==> src/rtl/riscv_pkg.sv <==
// Shared RISC-V opcode constants, controller state encoding and control-bundle
// types used by the pipeline controller and its hazard detector.
package riscv_pkg;

    localparam logic [6:0] OP_LOAD   = 7'b0000011;
    localparam logic [6:0] OP_STORE  = 7'b0100011;
    localparam logic [6:0] OP_BRANCH = 7'b1100011;
    localparam logic [6:0] OP_JAL    = 7'b1101111;
    localparam logic [6:0] OP_JALR   = 7'b1100111;

    localparam int CNT_W = 16;

    typedef enum logic {
        RUN      = 1'b0,
        MEM_WAIT = 1'b1
    } ctrl_state_e;

    typedef struct packed {
        logic pc_en;
        logic if_id_en;
        logic id_ex_en;
        logic ex_mem_en;
        logic mem_wb_en;
        logic if_id_flush;
        logic id_ex_flush;
        logic mem_wb_flush;
    } ctrl_t;

    // Flush bits are set in reset so every stage register loads a bubble.
    localparam ctrl_t CTRL_RESET     = ctrl_t'(8'b11111_111);
    localparam ctrl_t CTRL_RUN       = ctrl_t'(8'b11111_000);
    localparam ctrl_t CTRL_MEM_STALL = ctrl_t'(8'b00000_001);
    localparam ctrl_t CTRL_BRANCH    = ctrl_t'(8'b11111_110);
    localparam ctrl_t CTRL_LOAD_USE  = ctrl_t'(8'b00111_010);

    function automatic logic is_mem_op(input logic [6:0] opcode);
        return (opcode == OP_LOAD) || (opcode == OP_STORE);
    endfunction

    function automatic logic [CNT_W-1:0] sat_inc(input logic [CNT_W-1:0] value);
        return (value == '1) ? value : value + CNT_W'(1);
    endfunction

endpackage

==> src/rtl/pipeline_ctrl_if.sv <==
// Bundle between the five-stage datapath (master) and the pipeline
// controller (slave): stage instruction fields in, stage enables/flushes out.
interface pipeline_ctrl_if;

    logic [4:0] rs1_ID;
    logic [4:0] rs2_ID;
    logic       rs1_used_ID;
    logic       rs2_used_ID;
    logic [6:0] opcode_ID_EX;
    logic [4:0] rd_ID_EX;
    logic       branch_taken_EX;
    logic [6:0] opcode_EX_MEM;
    logic       dmem_ready;

    logic       pc_en;
    logic       if_id_en;
    logic       id_ex_en;
    logic       ex_mem_en;
    logic       mem_wb_en;
    logic       if_id_flush;
    logic       id_ex_flush;
    logic       mem_wb_flush;
    logic       dmem_req;
    logic [riscv_pkg::CNT_W-1:0] stall_cnt;
    logic [riscv_pkg::CNT_W-1:0] flush_cnt;

    modport master (
        output rs1_ID, rs2_ID, rs1_used_ID, rs2_used_ID,
        output opcode_ID_EX, rd_ID_EX, branch_taken_EX,
        output opcode_EX_MEM, dmem_ready,
        input  pc_en, if_id_en, id_ex_en, ex_mem_en, mem_wb_en,
        input  if_id_flush, id_ex_flush, mem_wb_flush,
        input  dmem_req, stall_cnt, flush_cnt
    );

    modport slave (
        input  rs1_ID, rs2_ID, rs1_used_ID, rs2_used_ID,
        input  opcode_ID_EX, rd_ID_EX, branch_taken_EX,
        input  opcode_EX_MEM, dmem_ready,
        output pc_en, if_id_en, id_ex_en, ex_mem_en, mem_wb_en,
        output if_id_flush, id_ex_flush, mem_wb_flush,
        output dmem_req, stall_cnt, flush_cnt
    );

endinterface

==> src/rtl/hazard_detect.sv <==
// Combinational load-use detector: a load in EX whose destination is read by
// the instruction currently in IF/ID.
module hazard_detect
    import riscv_pkg::*;
(
    input  logic [4:0] rs1_i,
    input  logic [4:0] rs2_i,
    input  logic       rs1_used_i,
    input  logic       rs2_used_i,
    input  logic [6:0] opcode_ex_i,
    input  logic [4:0] rd_ex_i,
    output logic       load_use_o
);

    logic ex_is_load;
    logic rs1_hit;
    logic rs2_hit;

    // x0 is hardwired to zero, so a load targeting it never creates a dependency.
    assign ex_is_load = (opcode_ex_i == OP_LOAD) && (rd_ex_i != 5'd0);
    assign rs1_hit    = rs1_used_i && (rs1_i == rd_ex_i);
    assign rs2_hit    = rs2_used_i && (rs2_i == rd_ex_i);
    assign load_use_o = ex_is_load && (rs1_hit || rs2_hit);

endmodule

==> src/rtl/pipeline_ctrl.sv <==
// Pipeline controller: memory-wait FSM, stall/flush priority decode and
// saturating stall/flush performance counters.
module pipeline_ctrl
    import riscv_pkg::*;
(
    input  logic           clk,
    input  logic           rst,
    pipeline_ctrl_if.slave bus
);

    ctrl_state_e      state_q;
    logic [CNT_W-1:0] stall_cnt_q, stall_cnt_d;
    logic [CNT_W-1:0] flush_cnt_q, flush_cnt_d;

    logic  mem_op;
    logic  mem_stall;
    logic  load_use;
    logic  stall_evt;
    logic  flush_evt;
    logic  dmem_req_c;
    ctrl_t ctrl;

    hazard_detect u_hazard_detect (
        .rs1_i       (bus.rs1_ID),
        .rs2_i       (bus.rs2_ID),
        .rs1_used_i  (bus.rs1_used_ID),
        .rs2_used_i  (bus.rs2_used_ID),
        .opcode_ex_i (bus.opcode_ID_EX),
        .rd_ex_i     (bus.rd_ID_EX),
        .load_use_o  (load_use)
    );

    assign mem_op    = is_mem_op(bus.opcode_EX_MEM);
    assign mem_stall = mem_op && !bus.dmem_ready;
    // Lower-priority events only count when nothing above them wins the cycle.
    assign flush_evt = !mem_stall && bus.branch_taken_EX;
    assign stall_evt = mem_stall || (load_use && !bus.branch_taken_EX);

    always_comb begin
        // NOTE: every output gets a default first so no path leaves it unassigned and infers a latch.
        ctrl       = CTRL_RUN;
        dmem_req_c = mem_op;
        if (!rst) begin
            ctrl       = CTRL_RESET;
            dmem_req_c = 1'b0;
        end else if (mem_stall) begin
            ctrl = CTRL_MEM_STALL;
        end else if (bus.branch_taken_EX) begin
            ctrl = CTRL_BRANCH;
        end else if (load_use) begin
            ctrl = CTRL_LOAD_USE;
        end
    end

    always_comb begin
        stall_cnt_d = stall_cnt_q;
        flush_cnt_d = flush_cnt_q;
        if (stall_evt) stall_cnt_d = sat_inc(stall_cnt_q);
        if (flush_evt) flush_cnt_d = sat_inc(flush_cnt_q);
    end

    always_ff @(posedge clk) begin
        // NOTE: non-blocking assignments so every register samples the pre-edge values of the others.
        if (!rst) begin
            state_q     <= RUN;
            stall_cnt_q <= '0;
            flush_cnt_q <= '0;
        end else begin
            case (state_q)
                RUN:      if (mem_stall)      state_q <= MEM_WAIT;
                MEM_WAIT: if (bus.dmem_ready) state_q <= RUN;
                default:                      state_q <= RUN;
            endcase
            stall_cnt_q <= stall_cnt_d;
            flush_cnt_q <= flush_cnt_d;
        end
    end

    assign bus.pc_en        = ctrl.pc_en;
    assign bus.if_id_en     = ctrl.if_id_en;
    assign bus.id_ex_en     = ctrl.id_ex_en;
    assign bus.ex_mem_en    = ctrl.ex_mem_en;
    assign bus.mem_wb_en    = ctrl.mem_wb_en;
    assign bus.if_id_flush  = ctrl.if_id_flush;
    assign bus.id_ex_flush  = ctrl.id_ex_flush;
    assign bus.mem_wb_flush = ctrl.mem_wb_flush;
    assign bus.dmem_req     = dmem_req_c;
    assign bus.stall_cnt    = stall_cnt_q;
    assign bus.flush_cnt    = flush_cnt_q;

endmodule

==> src/flat_wrapper.sv <==
// flat-port wrapper written by rule: the top's interface ports become plain ports
module pipeline_ctrl_flat import riscv_pkg::*;
  (clk, rst, bus_rs1_ID, bus_rs2_ID, bus_rs1_used_ID, bus_rs2_used_ID, bus_opcode_ID_EX, bus_rd_ID_EX, bus_branch_taken_EX, bus_opcode_EX_MEM, bus_dmem_ready, bus_pc_en, bus_if_id_en, bus_id_ex_en, bus_ex_mem_en, bus_mem_wb_en, bus_if_id_flush, bus_id_ex_flush, bus_mem_wb_flush, bus_dmem_req, bus_stall_cnt, bus_flush_cnt);
  pipeline_ctrl_if bus_i ();
  input  logic clk;
  input  logic rst;
  input wire logic [$bits(bus_i.rs1_ID)-1:0] bus_rs1_ID;
  input wire logic [$bits(bus_i.rs2_ID)-1:0] bus_rs2_ID;
  input wire logic [$bits(bus_i.rs1_used_ID)-1:0] bus_rs1_used_ID;
  input wire logic [$bits(bus_i.rs2_used_ID)-1:0] bus_rs2_used_ID;
  input wire logic [$bits(bus_i.opcode_ID_EX)-1:0] bus_opcode_ID_EX;
  input wire logic [$bits(bus_i.rd_ID_EX)-1:0] bus_rd_ID_EX;
  input wire logic [$bits(bus_i.branch_taken_EX)-1:0] bus_branch_taken_EX;
  input wire logic [$bits(bus_i.opcode_EX_MEM)-1:0] bus_opcode_EX_MEM;
  input wire logic [$bits(bus_i.dmem_ready)-1:0] bus_dmem_ready;
  output wire logic [$bits(bus_i.pc_en)-1:0] bus_pc_en;
  output wire logic [$bits(bus_i.if_id_en)-1:0] bus_if_id_en;
  output wire logic [$bits(bus_i.id_ex_en)-1:0] bus_id_ex_en;
  output wire logic [$bits(bus_i.ex_mem_en)-1:0] bus_ex_mem_en;
  output wire logic [$bits(bus_i.mem_wb_en)-1:0] bus_mem_wb_en;
  output wire logic [$bits(bus_i.if_id_flush)-1:0] bus_if_id_flush;
  output wire logic [$bits(bus_i.id_ex_flush)-1:0] bus_id_ex_flush;
  output wire logic [$bits(bus_i.mem_wb_flush)-1:0] bus_mem_wb_flush;
  output wire logic [$bits(bus_i.dmem_req)-1:0] bus_dmem_req;
  output wire logic [$bits(bus_i.stall_cnt)-1:0] bus_stall_cnt;
  output wire logic [$bits(bus_i.flush_cnt)-1:0] bus_flush_cnt;
  assign bus_i.rs1_ID = bus_rs1_ID;
  assign bus_i.rs2_ID = bus_rs2_ID;
  assign bus_i.rs1_used_ID = bus_rs1_used_ID;
  assign bus_i.rs2_used_ID = bus_rs2_used_ID;
  assign bus_i.opcode_ID_EX = bus_opcode_ID_EX;
  assign bus_i.rd_ID_EX = bus_rd_ID_EX;
  assign bus_i.branch_taken_EX = bus_branch_taken_EX;
  assign bus_i.opcode_EX_MEM = bus_opcode_EX_MEM;
  assign bus_i.dmem_ready = bus_dmem_ready;
  assign bus_pc_en = bus_i.pc_en;
  assign bus_if_id_en = bus_i.if_id_en;
  assign bus_id_ex_en = bus_i.id_ex_en;
  assign bus_ex_mem_en = bus_i.ex_mem_en;
  assign bus_mem_wb_en = bus_i.mem_wb_en;
  assign bus_if_id_flush = bus_i.if_id_flush;
  assign bus_id_ex_flush = bus_i.id_ex_flush;
  assign bus_mem_wb_flush = bus_i.mem_wb_flush;
  assign bus_dmem_req = bus_i.dmem_req;
  assign bus_stall_cnt = bus_i.stall_cnt;
  assign bus_flush_cnt = bus_i.flush_cnt;
  pipeline_ctrl u_core (.clk(clk), .rst(rst), .bus(bus_i));
endmodule
==> config.mk <==
export PLATFORM = sky130hd
export DESIGN_NAME = pipeline_ctrl_flat
export DESIGN_NICKNAME = d
export VERILOG_FILES = /design/src/rtl/riscv_pkg.sv /design/src/rtl/pipeline_ctrl_if.sv /design/src/rtl/hazard_detect.sv /design/src/rtl/pipeline_ctrl.sv /design/src/flat_wrapper.sv
export SDC_FILE = /design/constraint.sdc
export NUM_CORES = 1
export LEC_CHECK = 0
export CAP_MARGIN = 20
export CORE_UTILIZATION = 47
export DETAILED_ROUTE_END_ITERATION = 8
export PLACE_DENSITY = 0.87
export SLEW_MARGIN = 40
export SYNTH_ARGS = -nofsm -noshare
export SYNTH_HDL_FRONTEND = slang
export SYNTH_SLANG_ARGS = --single-unit
==> constraint.sdc <==
create_clock -name clk -period 4.1 [get_ports clk]
set_input_delay 0.615 -clock clk [delete_from_list [all_inputs] [get_ports clk]]
set_output_delay 0.615 -clock clk [all_outputs]
set_load 0.02 [all_outputs]
==> metrics.txt <==
top-area cell type share of the netlist area 0.336; CP Cell Sequence clkdlybuf4s50_1 > or4_1 > o211ai_2 > and2b_1 > o21ai_0 > clkdlybuf4s50_1; status finished, final reports clean; diode count 0; worst setup path startpoint bus_rd_ID_EX[1]; initial core utilization 0.506; actual slew at the worst max-slew pin between 0.7 and 0.8 ns; post-route setup TNS 0 ns; Hold Path Depth 2; overall routing resource usage 0.231; core area between 3000 and 4000 um^2; Syn Nets ~260; Die X between 60 and 70 um; PD cells about 240 nW/um^2; Clk Latency, worst-skew pair slightly below 0.3 ns; Ports 76; hold buffers post-CTS 0; synthesis-stage register bit count 32; # Post-CTS Setup Buffers 0; detailed-route via count ~1.9k; Routed WL roughly 4.5 mm; share of cells above drive strength 1 0.0819; final setup fails 0; pre-CTS setup slack 0.502 ns; Syn Area/Cell between 8 and 9 um^2; Worst Skew 0.00925 ns; post-DR wirelength/cell between 10 and 15 um; Final Hold Fails 0; Synth Warn # 0; Post-layout nets 329; post-synthesis cell count between 200 and 250; Syn Std Cell Area about 1900 um^2; max-slew violation count 0; gpl congestion around 0.80; Synth area leader dfxtp_1; unrepaired setup endpoints after global routing false; Buffers & Inverters on Critical Path 2; largest net degree at the start of global routing 26; Seq pwr share 0.485; Internal around 0.00050 W; crit path launch type primary input; period utilisation layout 0.878; vias per std cell 5.49; Min-Delay Path Class reg2reg; Clk pin slew, worst setup/hold paths roughly 0.06 ns; # DRC 0; most used cell, CP clkdlybuf4s50_1; CTS Buf Count 5; clock root cell clkbuf_8; CP Depth 6; total global routing overflow 0; antenna viol nets, final 0; Post-synth ARST share 0; Net Sw Power ~0.00015 W; worst setup margin 0.499 ns; die height 65.7 um; CP Data Required Time 3.48 ns; min-delay src u_core.bus.stall_cnt[6]; IO buf count between 70 and 80; leak pwr around 0.90 nW; critical path class in2out; number of global-route vias before repair between 1.5k and 2k; headroom to the max-slew limit 0.479; post-synthesis sequential area ratio 0.336; worst r2r path cells 7; Fill cells about 310; clk buf depth 2; Logic pwr share 0.125; max cap viols 0; CP delay by family, top buffers and inverters; slowest stage delay, CP between 0.6 and 0.7 ns; CTS tree built; RR Startpoint u_core.bus.stall_cnt[0]; Syn-to-layout area delta 42.9%; top cells by area, synth dfxtp_1 (34%), xnor2_1 (6.9%), mux2i_1 (4.7%); Worst EP arrival 2.99 ns; # rows 22; htree depth 2; initial antenna violation count 0; Post-CTS Resized 0; number of flops mapped to enable cells by yosys 0; # clock sinks 32; CP max stage cell clkdlybuf4s50_1; CP Capture Type output pin; drt pass-1 iters 4; clock power share 0.390; first-pass GRT wire length approximately 7.7 mm; sw frac 0.236; most numerous cell in the Yosys netlist dfxtp_1; Netlist cell types 42; WHS roughly 0.49 ns; f_max 0.278 GHz; crit-path max FO 3; drt first-iter violations roughly 70; HPWL Detailed 3.39 mm; die area approximately 4300 um^2; maximum vdd drop just over 0.0002 V; Main synth FF type dfxtp_1; synth cell count leaders dfxtp_1 (32), nor2_1 (20), nand2_1 (16); min cycle time layout 3.60 ns
## power by group through the flow
stage                     Combinational, W  Sequential, W  Clock, W
after global placement           0.0000801       0.000323         0
after global routing             0.0000884       0.000316  0.000272
final                            0.0000817       0.000316  0.000254
after CTS                        0.0000825       0.000316  0.000260
after detailed placement         0.0000821       0.000323         0
after floorplan                  0.0000304       0.000325         0
## worst reg2reg max path: cells and delay by family (launching register included)
kind	cells	cell delay, ns
compound gates	2	0.38
simple gates	4	1.21
flops	1	0.41
fa+ha+maj	1	0.21
## layer usage
metal / routed length, um / share of wire / track usage / up-vias
li1: - / - / - / 931
met5: 0 / 0 / 0 / -
met2: 2340 / 0.52 / 0.427 / 45
met1: 1920 / 0.42 / 0.247 / 889
met4: 55 / 0.012 / 0.0815 / 0
met3: 213 / 0.047 / 0.0625 / 6
## final timing paths
check | end | slack, ns
worst max register to register | u_core.bus.stall_cnt[0] | 1.81
worst max-delay path | bus_if_id_en | 0.50
worst min register to register | u_core.bus.stall_cnt[6] | 0.49
worst min-delay path | u_core.bus.stall_cnt[6] | 0.49
## through the flow
stage	instance area (um^2)	std cells	total power, W	utilization
floorplan	1910	222	0.000356	-
global placement	2630	333	0.000403	0.698
detailed placement	2630	333	0.000405	0.698
CTS	2730	341	0.000658	0.723
global route	2730	341	0.000676	0.723
finish	2730	341	0.000652	0.723
## cells by family after synthesis
family	after synthesis	share of synthesized area
simple gates	109	0.333
flops	32	0.336
compound gates	27	0.106
xor+xnor	23	0.106
buf+inv	20	0.0597
mux	9	0.0472
fa+ha+maj	2	0.0131
## flip-flops by register name, indices dropped and copies added, names as in the netlist
signal,flops
u_core.bus.stall_cnt,16
u_core.bus.flush_cnt,16
## cell type report
| type | count | area (um^2) | area share |
|---|---|---|---|
| multi-input cells | 170 | 1150 | 0.423 |
| flip-flops and latches | 32 | 641 | 0.235 |
| clock buffers | 7 | 86.3 | 0.0317 |
| clock inverters | 1 | 7.51 | 0.00275 |
| well taps | 48 | 60.1 | 0.0220 |
| repair buffers | 75 | 748 | 0.275 |
| inverters | 8 | 30.0 | 0.0110 |
## placed cells by master, fill, tap and decap left out, types with 2 or more instances in the layout
master,n
nor2_1,20
nand4_1,11
and2_1,2
o31ai_1,7
dfxtp_1,32
or4_1,8
inv_1,8
nor4_1,5
nand2_1,16
and3_1,8
xnor2_1,15
mux2i_1,9
nand3_1,11
ha_1,2
clkdlybuf4s50_1,74
nand2b_1,9
a21oi_1,10
nor3_1,4
xor2_1,8
nor4_2,2
nor4b_2,2
o21ai_0,4
clkbuf_8,6
No activity file was read; power rests on OpenSTA's default activity.
